<file path="config.mk">
export PLATFORM = sky130hd
export DESIGN_NAME = fir_out_quant_fifo
export DESIGN_NICKNAME = d
export VERILOG_FILES = /design/src/rtl/fir_out_quant_fifo.sv
export SDC_FILE = /design/constraint.sdc
export NUM_CORES = 1
export LEC_CHECK = 0
export BUFFER_PORTS_ARGS = -buffer_cell sky130_fd_sc_hd__buf_2
export CORE_MARGIN = 2
export CORE_UTILIZATION = 63
export CTS_CLUSTER_DIAMETER = 150
export DETAILED_ROUTE_END_ITERATION = 12
export PLACE_DENSITY = 0.92
export SYNTH_ARGS = -nofsm -noshare
export SYNTH_HDL_FRONTEND = slang
export SYNTH_SLANG_ARGS = --single-unit
</file>
<file path="constraint.sdc">
create_clock -name clk -period 8.12 [get_ports clk]
set_input_delay 1.624 -clock clk [delete_from_list [all_inputs] [get_ports clk]]
set_output_delay 1.624 -clock clk [all_outputs]
set_load 0.005 [all_outputs]
</file>
<file path="src/rtl/fir_out_quant_fifo.sv">
// FIR output stage: round-half-up arithmetic shift, saturate to OUT_W, then buffer in a FWFT FIFO.
// Optional macro FIR_OUT_SATCNT_EN adds a saturating 16-bit count of clipped words written.
module fir_out_quant_fifo #(
  parameter int IN_W    = 38,
  parameter int OUT_W   = 16,
  parameter int DEPTH   = 16,
  parameter int SHIFT_W = 5,
  localparam int AW     = $clog2(DEPTH),
  localparam int LW     = AW + 1
) (
  input  logic               clk,
  input  logic               rst,
  input  logic [IN_W-1:0]    din,
  input  logic               din_valid,
  input  logic [SHIFT_W-1:0] shift,
  output logic [OUT_W-1:0]   dout,
  output logic               dout_valid,
  input  logic               dout_ready,
  output logic [LW-1:0]      level,
  output logic               full,
  output logic               empty,
  output logic               sat,
  output logic               ovf,
  input  logic               clr_ovf
`ifdef FIR_OUT_SATCNT_EN
  ,
  output logic [15:0]        sat_cnt
`endif
);

  localparam logic signed [IN_W:0] MAX_V = (IN_W+1)'((1 << (OUT_W-1)) - 1);
  localparam logic signed [IN_W:0] MIN_V = ~MAX_V;

  // Stage 1: quantiser
  logic signed [IN_W:0] ext, rnd_add, sum, shr;
  logic [OUT_W-1:0]     q_word;
  logic                 q_sat;

  always_comb begin
    ext     = {din[IN_W-1], din};
    rnd_add = '0;
    if (shift != '0) rnd_add = (IN_W+1)'(1) << (shift - SHIFT_W'(1));
    sum     = ext + rnd_add;
    shr     = sum >>> shift;
    q_word  = shr[OUT_W-1:0];
    q_sat   = 1'b0;
    if (shr > MAX_V) begin
      q_word = {1'b0, {(OUT_W-1){1'b1}}};
      q_sat  = 1'b1;
    end else if (shr < MIN_V) begin
      q_word = {1'b1, {(OUT_W-1){1'b0}}};
      q_sat  = 1'b1;
    end
  end

  logic             s1_valid_q;
  logic [OUT_W-1:0] s1_data_q;
  logic             s1_sat_q;

  always_ff @(posedge clk) begin
    if (rst) begin
      s1_valid_q <= 1'b0;
      s1_data_q  <= '0;
      s1_sat_q   <= 1'b0;
    end else begin
      s1_valid_q <= din_valid;
      if (din_valid) begin
        s1_data_q <= q_word;
        s1_sat_q  <= q_sat;
      end
    end
  end

  // Stage 2: FIFO. Handshake: a word transfers on every edge where dout_valid && dout_ready;
  // dout_valid never depends on dout_ready, and dout_ready while empty has no effect.
  logic [OUT_W-1:0] mem [DEPTH];
  logic [AW-1:0]    wptr_q, wptr_d, rptr_q, rptr_d;
  logic [LW-1:0]    level_q, level_d;
  logic             sat_q, sat_d, ovf_q, ovf_d;
  logic             push, pop, do_write, drop;

  assign full       = (level_q == LW'(DEPTH));
  assign empty      = (level_q == '0);
  assign level      = level_q;
  assign dout_valid = !empty;
  assign dout       = empty ? '0 : mem[rptr_q];
  assign sat        = sat_q;
  assign ovf        = ovf_q;

  always_comb begin
    push     = s1_valid_q;
    pop      = dout_valid && dout_ready;
    // When full, a simultaneous pop frees the slot the push lands in.
    do_write = push && (!full || pop);
    drop     = push && full && !pop;
    wptr_d   = do_write ? wptr_q + AW'(1) : wptr_q;
    rptr_d   = pop ? rptr_q + AW'(1) : rptr_q;
    level_d  = level_q;
    if (do_write && !pop)      level_d = level_q + LW'(1);
    else if (!do_write && pop) level_d = level_q - LW'(1);
    sat_d    = do_write && s1_sat_q;
    ovf_d    = ovf_q;
    if (drop)         ovf_d = 1'b1;
    else if (clr_ovf) ovf_d = 1'b0;
  end

  always_ff @(posedge clk) begin
    if (do_write && !rst) mem[wptr_q] <= s1_data_q;
  end

  always_ff @(posedge clk) begin
    if (rst) begin
      wptr_q  <= '0;
      rptr_q  <= '0;
      level_q <= '0;
      sat_q   <= 1'b0;
      ovf_q   <= 1'b0;
    end else begin
      wptr_q  <= wptr_d;
      rptr_q  <= rptr_d;
      level_q <= level_d;
      sat_q   <= sat_d;
      ovf_q   <= ovf_d;
    end
  end

`ifdef FIR_OUT_SATCNT_EN
  logic [15:0] sat_cnt_q, sat_cnt_d;

  always_comb begin
    sat_cnt_d = sat_cnt_q;
    if (clr_ovf)                                        sat_cnt_d = '0;
    else if (do_write && s1_sat_q && sat_cnt_q != '1) sat_cnt_d = sat_cnt_q + 16'd1;
  end

  always_ff @(posedge clk) begin
    if (rst) sat_cnt_q <= '0;
    else     sat_cnt_q <= sat_cnt_d;
  end

  assign sat_cnt = sat_cnt_q;
`endif

endmodule

</file>
; Yosys cells after proc, flatten, opt, wreduce, memory -nomap -nowiden
; Memories as Yosys holds them, arrays and structs flattened. A register that Yosys moved wholly into a read port is not among the register bits.
; Cells that the tools add are included.
[totals]
ff_bits = 33
latch_bits = 0
mem_bits_rw = 256
rom_bits = 0
input_bits = 48
memories = 1
[mem_list]
columns = memory, depth, word_bits, read_ports, rd_clocked_by_memory_dff, write_ports, line_no
row1 = mem, 16, 16, 1, 1, 1, 76  ; logic [OUT_W-1:0] mem [DEPTH];
[classes]
n_addsub = 6
n_mul = 0
div_mod_pow = 0
order_cmp = 2
n_eq_ne = 1
n_shift = 2
mux = 14
n_bitwise = 0
n_reduce_logical = 18
[op_table]
columns = cell, n
row1 = 16-bit 2-to-1 mux, 3
row2 = 38-bit by 39-bit adder with 39-bit output, 1
row3 = "39-bit by 16-bit > comparator with 1-bit output, second input constant", 1
row4 = "39-bit by 16-bit less-than comparator with 1-bit output, second input constant", 1
row5 = 39-bit 2-to-1 mux, 1
row6 = "1-bit by 5-bit << shifter with 39-bit output, first input constant", 1
row7 = 39-bit by 5-bit >>> shifter with 39-bit output, 1
row8 = 5-bit 2-to-1 mux, 2
row9 = "5-bit by 1-bit subtractor with 5-bit output, second input constant", 2
row10 = "4-bit by 1-bit adder with 4-bit output, second input constant", 2
row11 = 1-bit logical AND, 8
row12 = 4-bit 2-to-1 mux, 2
row13 = 1-bit 2-to-1 mux, 6
row14 = "5-bit by 1-bit adder with 5-bit output, second input constant", 1
row15 = "5-bit == test, second input constant", 1
row16 = 1-bit zero test, 5
row17 = 5-bit zero test, 1
row18 = 5-bit nonzero test, 1
row19 = 2-bit nonzero test, 2
row20 = 1-bit logical OR, 1

; Logic depth before layout (Yosys ltp)
[depth]
word_depth = 9
depth_mapped = 25
ltp_nobuf = 19

; Least setup slack after synthesis
; No wires, ideal clock.
[synth_timing]
kind = input to register
start = input shift[2]
end = register s1_data_q[13]
setup_ns = 0.079
arrival_time_ns = 7.163
t_required_ns = 8.041
path_slack_ns = 0.878
stages = 22
cell_sequence = clkbuf_1 -> buf_1 -> clkbuf_1 -> clkbuf_1 -> buf_1 -> nand2_1 -> nor2_1 -> ha_1 -> buf_2 -> nand2_2 -> or3_4 -> a21o_4 -> a2111o_1 -> a21oi_1 -> mux2i_1 -> a21oi_1 -> or3_4 -> mux4_2 -> nor3_2 -> a31oi_2 -> or3_1 -> a211oi_2
[synth_between]
elab_chain_len = 8
elab_cells_between_ends = 10
classes_between = 2 x add/sub / 2 x order compare / 2 x shift / 3 x mux / 1 x reduce/logical
[synth_rtl]
columns = element, line_no
row1 = "start, declared", 15  ; input logic [SHIFT_W-1:0] shift,
row2 = 5-bit by 1-bit subtractor with 5-bit output, 42  ; if (shift != '0) rnd_add = (IN_W+1)'(1) << (shift - SHIFT_W'(1));
row3 = 1-bit by 5-bit << shifter with 39-bit output, 42
row4 = 39-bit 2-to-1 mux, 42
row5 = 38-bit by 39-bit adder with 39-bit output, 43  ; sum = ext + rnd_add;
row6 = 39-bit by 5-bit >>> shifter with 39-bit output *, 44  ; shr = sum >>> shift;
row7 = 39-bit by 16-bit less-than comparator with 1-bit output, 50  ; end else if (shr < MIN_V) begin
row8 = 16-bit 2-to-1 mux, 50
row9 = 16-bit 2-to-1 mux *, 47  ; if (shr > MAX_V) begin
row10 = "end signal, assigned", 68  ; s1_data_q <= q_word;
row11 = "end, declared", 57  ; logic [OUT_W-1:0] s1_data_q;
; Mark *: on every way between the ends. The rest lies on a longest branch, timed or not.
; A chain may end at the register's enable or synchronous reset.

; Worst setup path in the final report
[layout_timing]
start = input shift[3]
end = register s1_data_q[13]
; Same word-level chain as after synthesis.

==> out/qor.yml <==
fin_crit_ns: 7.35
p_leak_nw: 6.38
worst_setup_path_end_kind: "flop"
core_area_um2: 26200
drc: 0
postPlaceCellArea_um2: 17600
drv_slew: 0
rr_startpoint: "level[0]"
p_per_area_nw_per_um2: 216
pin_count: 74
die_x_um: 168
synth_warnings: 0
ys_seq_area_share_pct: 49.9
finalHoldViolCount: 0
insertedDiodeCount: 0
post-route-period-util_pct: 90.5
synth_largest_area_cell: "edfxtp_1"
holdPathStages: 1
status: "finished, final reports clean"
r2r_slack_ns: 4.35
hold_path_class: "flop to flop"
row_count: 59
cts-buffers-inserted: 25
drt_iter0_drc: 1961
cts-htree-levels: 1
final_nets: 1535
synthTopCellsByCount: "edfxtp_1, nor2_1, nand2_1, mux4_2, a21oi_1"
worst_setup_path_start_kind: "input port"
cp-startpoint: "shift[3]"
holdPathEnd: "sat"
worstPathRequired_ns: 8.56
synth-edff-count: 256
synth_top_flop_cell: "edfxtp_1"
fmax_mhz: 136
synth_top_area_share_pct: 45.5
hold_slack_ns: 0.488
slew_headroom_pct: 20.8
yosysMostFrequentCell: "edfxtp_1"
avgSynthCellArea_um2: 12.1
hp-start: "s1_sat_q"
holdBufCountCts: 0
dieArea_um2: 28100
io_buffers: 73
finalWirelength_um: 50800
async_flop_share_pct: 0
grt_overflow: 0
clk_pin_slew_worst_paths_ns: 0.07
ys_ff_latch: 293
cap_viol_max_count: 0
die_height_um: 168
first_pass_iters: 5
cts_setup_buffers: 0
num_vias: 13000
path_class: "input port to flop"
drive_gt1_share_pct: 20.0
fill_cells: 1664
ant_nets: 0
rsz0062_at_grt: "no"
synth_nets: 1489
start_util_pct: 64.4
cts_tree: "built"
critPathMaxFanout: 31
vdd.ir_drop.worst_v: 0.000161
skew_ns: 0.0127
hpwlAfterDp_um: 32800
place_inst: 1752
root_buffer: "clkbuf_16"
finalSetupViolations: 0
grt_usage_pct: 36.3
numClockSinks: 293
grt_first_pass_wirelength_um: 77100
gp_congestion: 1.00
tns_ns: 0
syn_to_final_growth_pct: 8.82
stdcell_count: 1798
worstMarginPinSlew_ns: 1.19
syn-instance-count: 1398
cp.arrival_ns: 7.79
grt_pass1_vias: 12800
cts.path.max_buffers: 3
antenna_found_initial: 0
avgRoutedWirePerCell_um: 28.3
synth_area_um2: 16900
regToRegEndpoint: "level[4]"
worstRegToRegCells: 11
clock_latency_ns: 0.53
ys_types: 96
cts_resized: 0
viasPerCell: 7.23
grt_max_degree: 65
post-route-cell-area_um2: 18400
synthTopCellsByArea: "edfxtp_1, mux4_2, dfxtp_1"
-- state kept, by name, summed over array words and instances (netlist names), named ones only --
signal	count
level	5
mem	256
ovf	1
push	1
rptr_q	4
s1_data_q	16
s1_sat_q	1
sat	1
wptr_q	4
-- metrics by stage --
stage | setup WS (ns) | power (mW) | util, %
2_1_floorplan | 0.878 | 2.51 | -
3_3_place_gp | 0.630 | 2.75 | 67.1
3_5_place_dp | 0.516 | 2.80 | 67.1
4_1_cts | 0.969 | 3.97 | 70.1
5_1_grt | 0.515 | 4.11 | 70.1
6_report | 0.769 | 3.98 | 70.1
-- cell families after synthesis --
kind of cell / after synthesis / synth area share, %
buf+inv: 108 / 2.73
fa+ha+maj: 43 / 3.28
xor+xnor: 36 / 1.87
compound gates: 341 / 14.3
flops: 293 / 49.9
other cells: 1 / 0.0222
mux: 145 / 15.6
simple gates: 431 / 12.2
-- cell type report --
class,count,area (um2),share of cell area (%)
clock buffer,38,724,3.94
clock inverter,8,66.3,0.361
inverter,15,56.3,0.306
multi-input combinational,997,8010,43.6
sequential,293,8430,45.9
tap,335,419,2.28
timing repair buffer,112,658,3.58
-- routing by layer --
| metal | track usage, % | wire, um | vias up |
|---|---|---|---|
| li1 | - | - | 5573 |
| met1 | 46.3 | 18100 | 6263 |
| met2 | 61.0 | 25000 | 984 |
| met3 | 5.01 | 4860 | 184 |
| met4 | 19.1 | 2910 | 0 |
| met5 | 0.174 | 0 | - |
-- how the worst max path moves through the flow --
stage | cells after the start | to
2_1_floorplan | 22 | s1_data_q[13]
3_3_place_gp | 20 | s1_data_q[13]
3_5_place_dp | 20 | s1_data_q[13]
4_1_cts | 20 | s1_data_q[13]
5_1_grt | 20 | s1_data_q[13]
6_report | 20 | s1_data_q[13]
-- cells in the final DEF, fill, tap and decap left out, drive strengths merged, types with 37 or more instances in the layout --
master	n
nand2	107
o21ai	65
edfxtp	256
mux4	94
buf	112
mux2i	46
a211oi	37
ha	41
dfxtp	37
nor2	141
clkbuf	38
a21oi	86
-- power breakdown --
part / internal (mW) / switching (mW) / total, mW
logic: 0.504 / 0.536 / 1.04
clock network: 0.648 / 0.519 / 1.17
registers: 1.68 / 0.0919 / 1.77
total: 2.83 / 1.15 / 3.98
-- worst max-delay path: stages --
cell	delay [ns]
buf_2	0.21
inv_1	0.15
buf_4	0.40
nand2_1	0.20
nor3_1	0.29
ha_1	0.31
nand3_1	0.13
nor2_1	0.30
o2111ai_1	0.33
a21o_4	0.34
a2111o_1	0.47
a21oi_1	0.25
mux2i_1	0.45
a21oi_1	0.17
or3_4	0.43
mux4_2	0.49
nor3_2	0.26
a31oi_2	0.27
or3_1	0.45
a211oi_2	0.23
No activity file was read; power rests on OpenSTA's default activity.
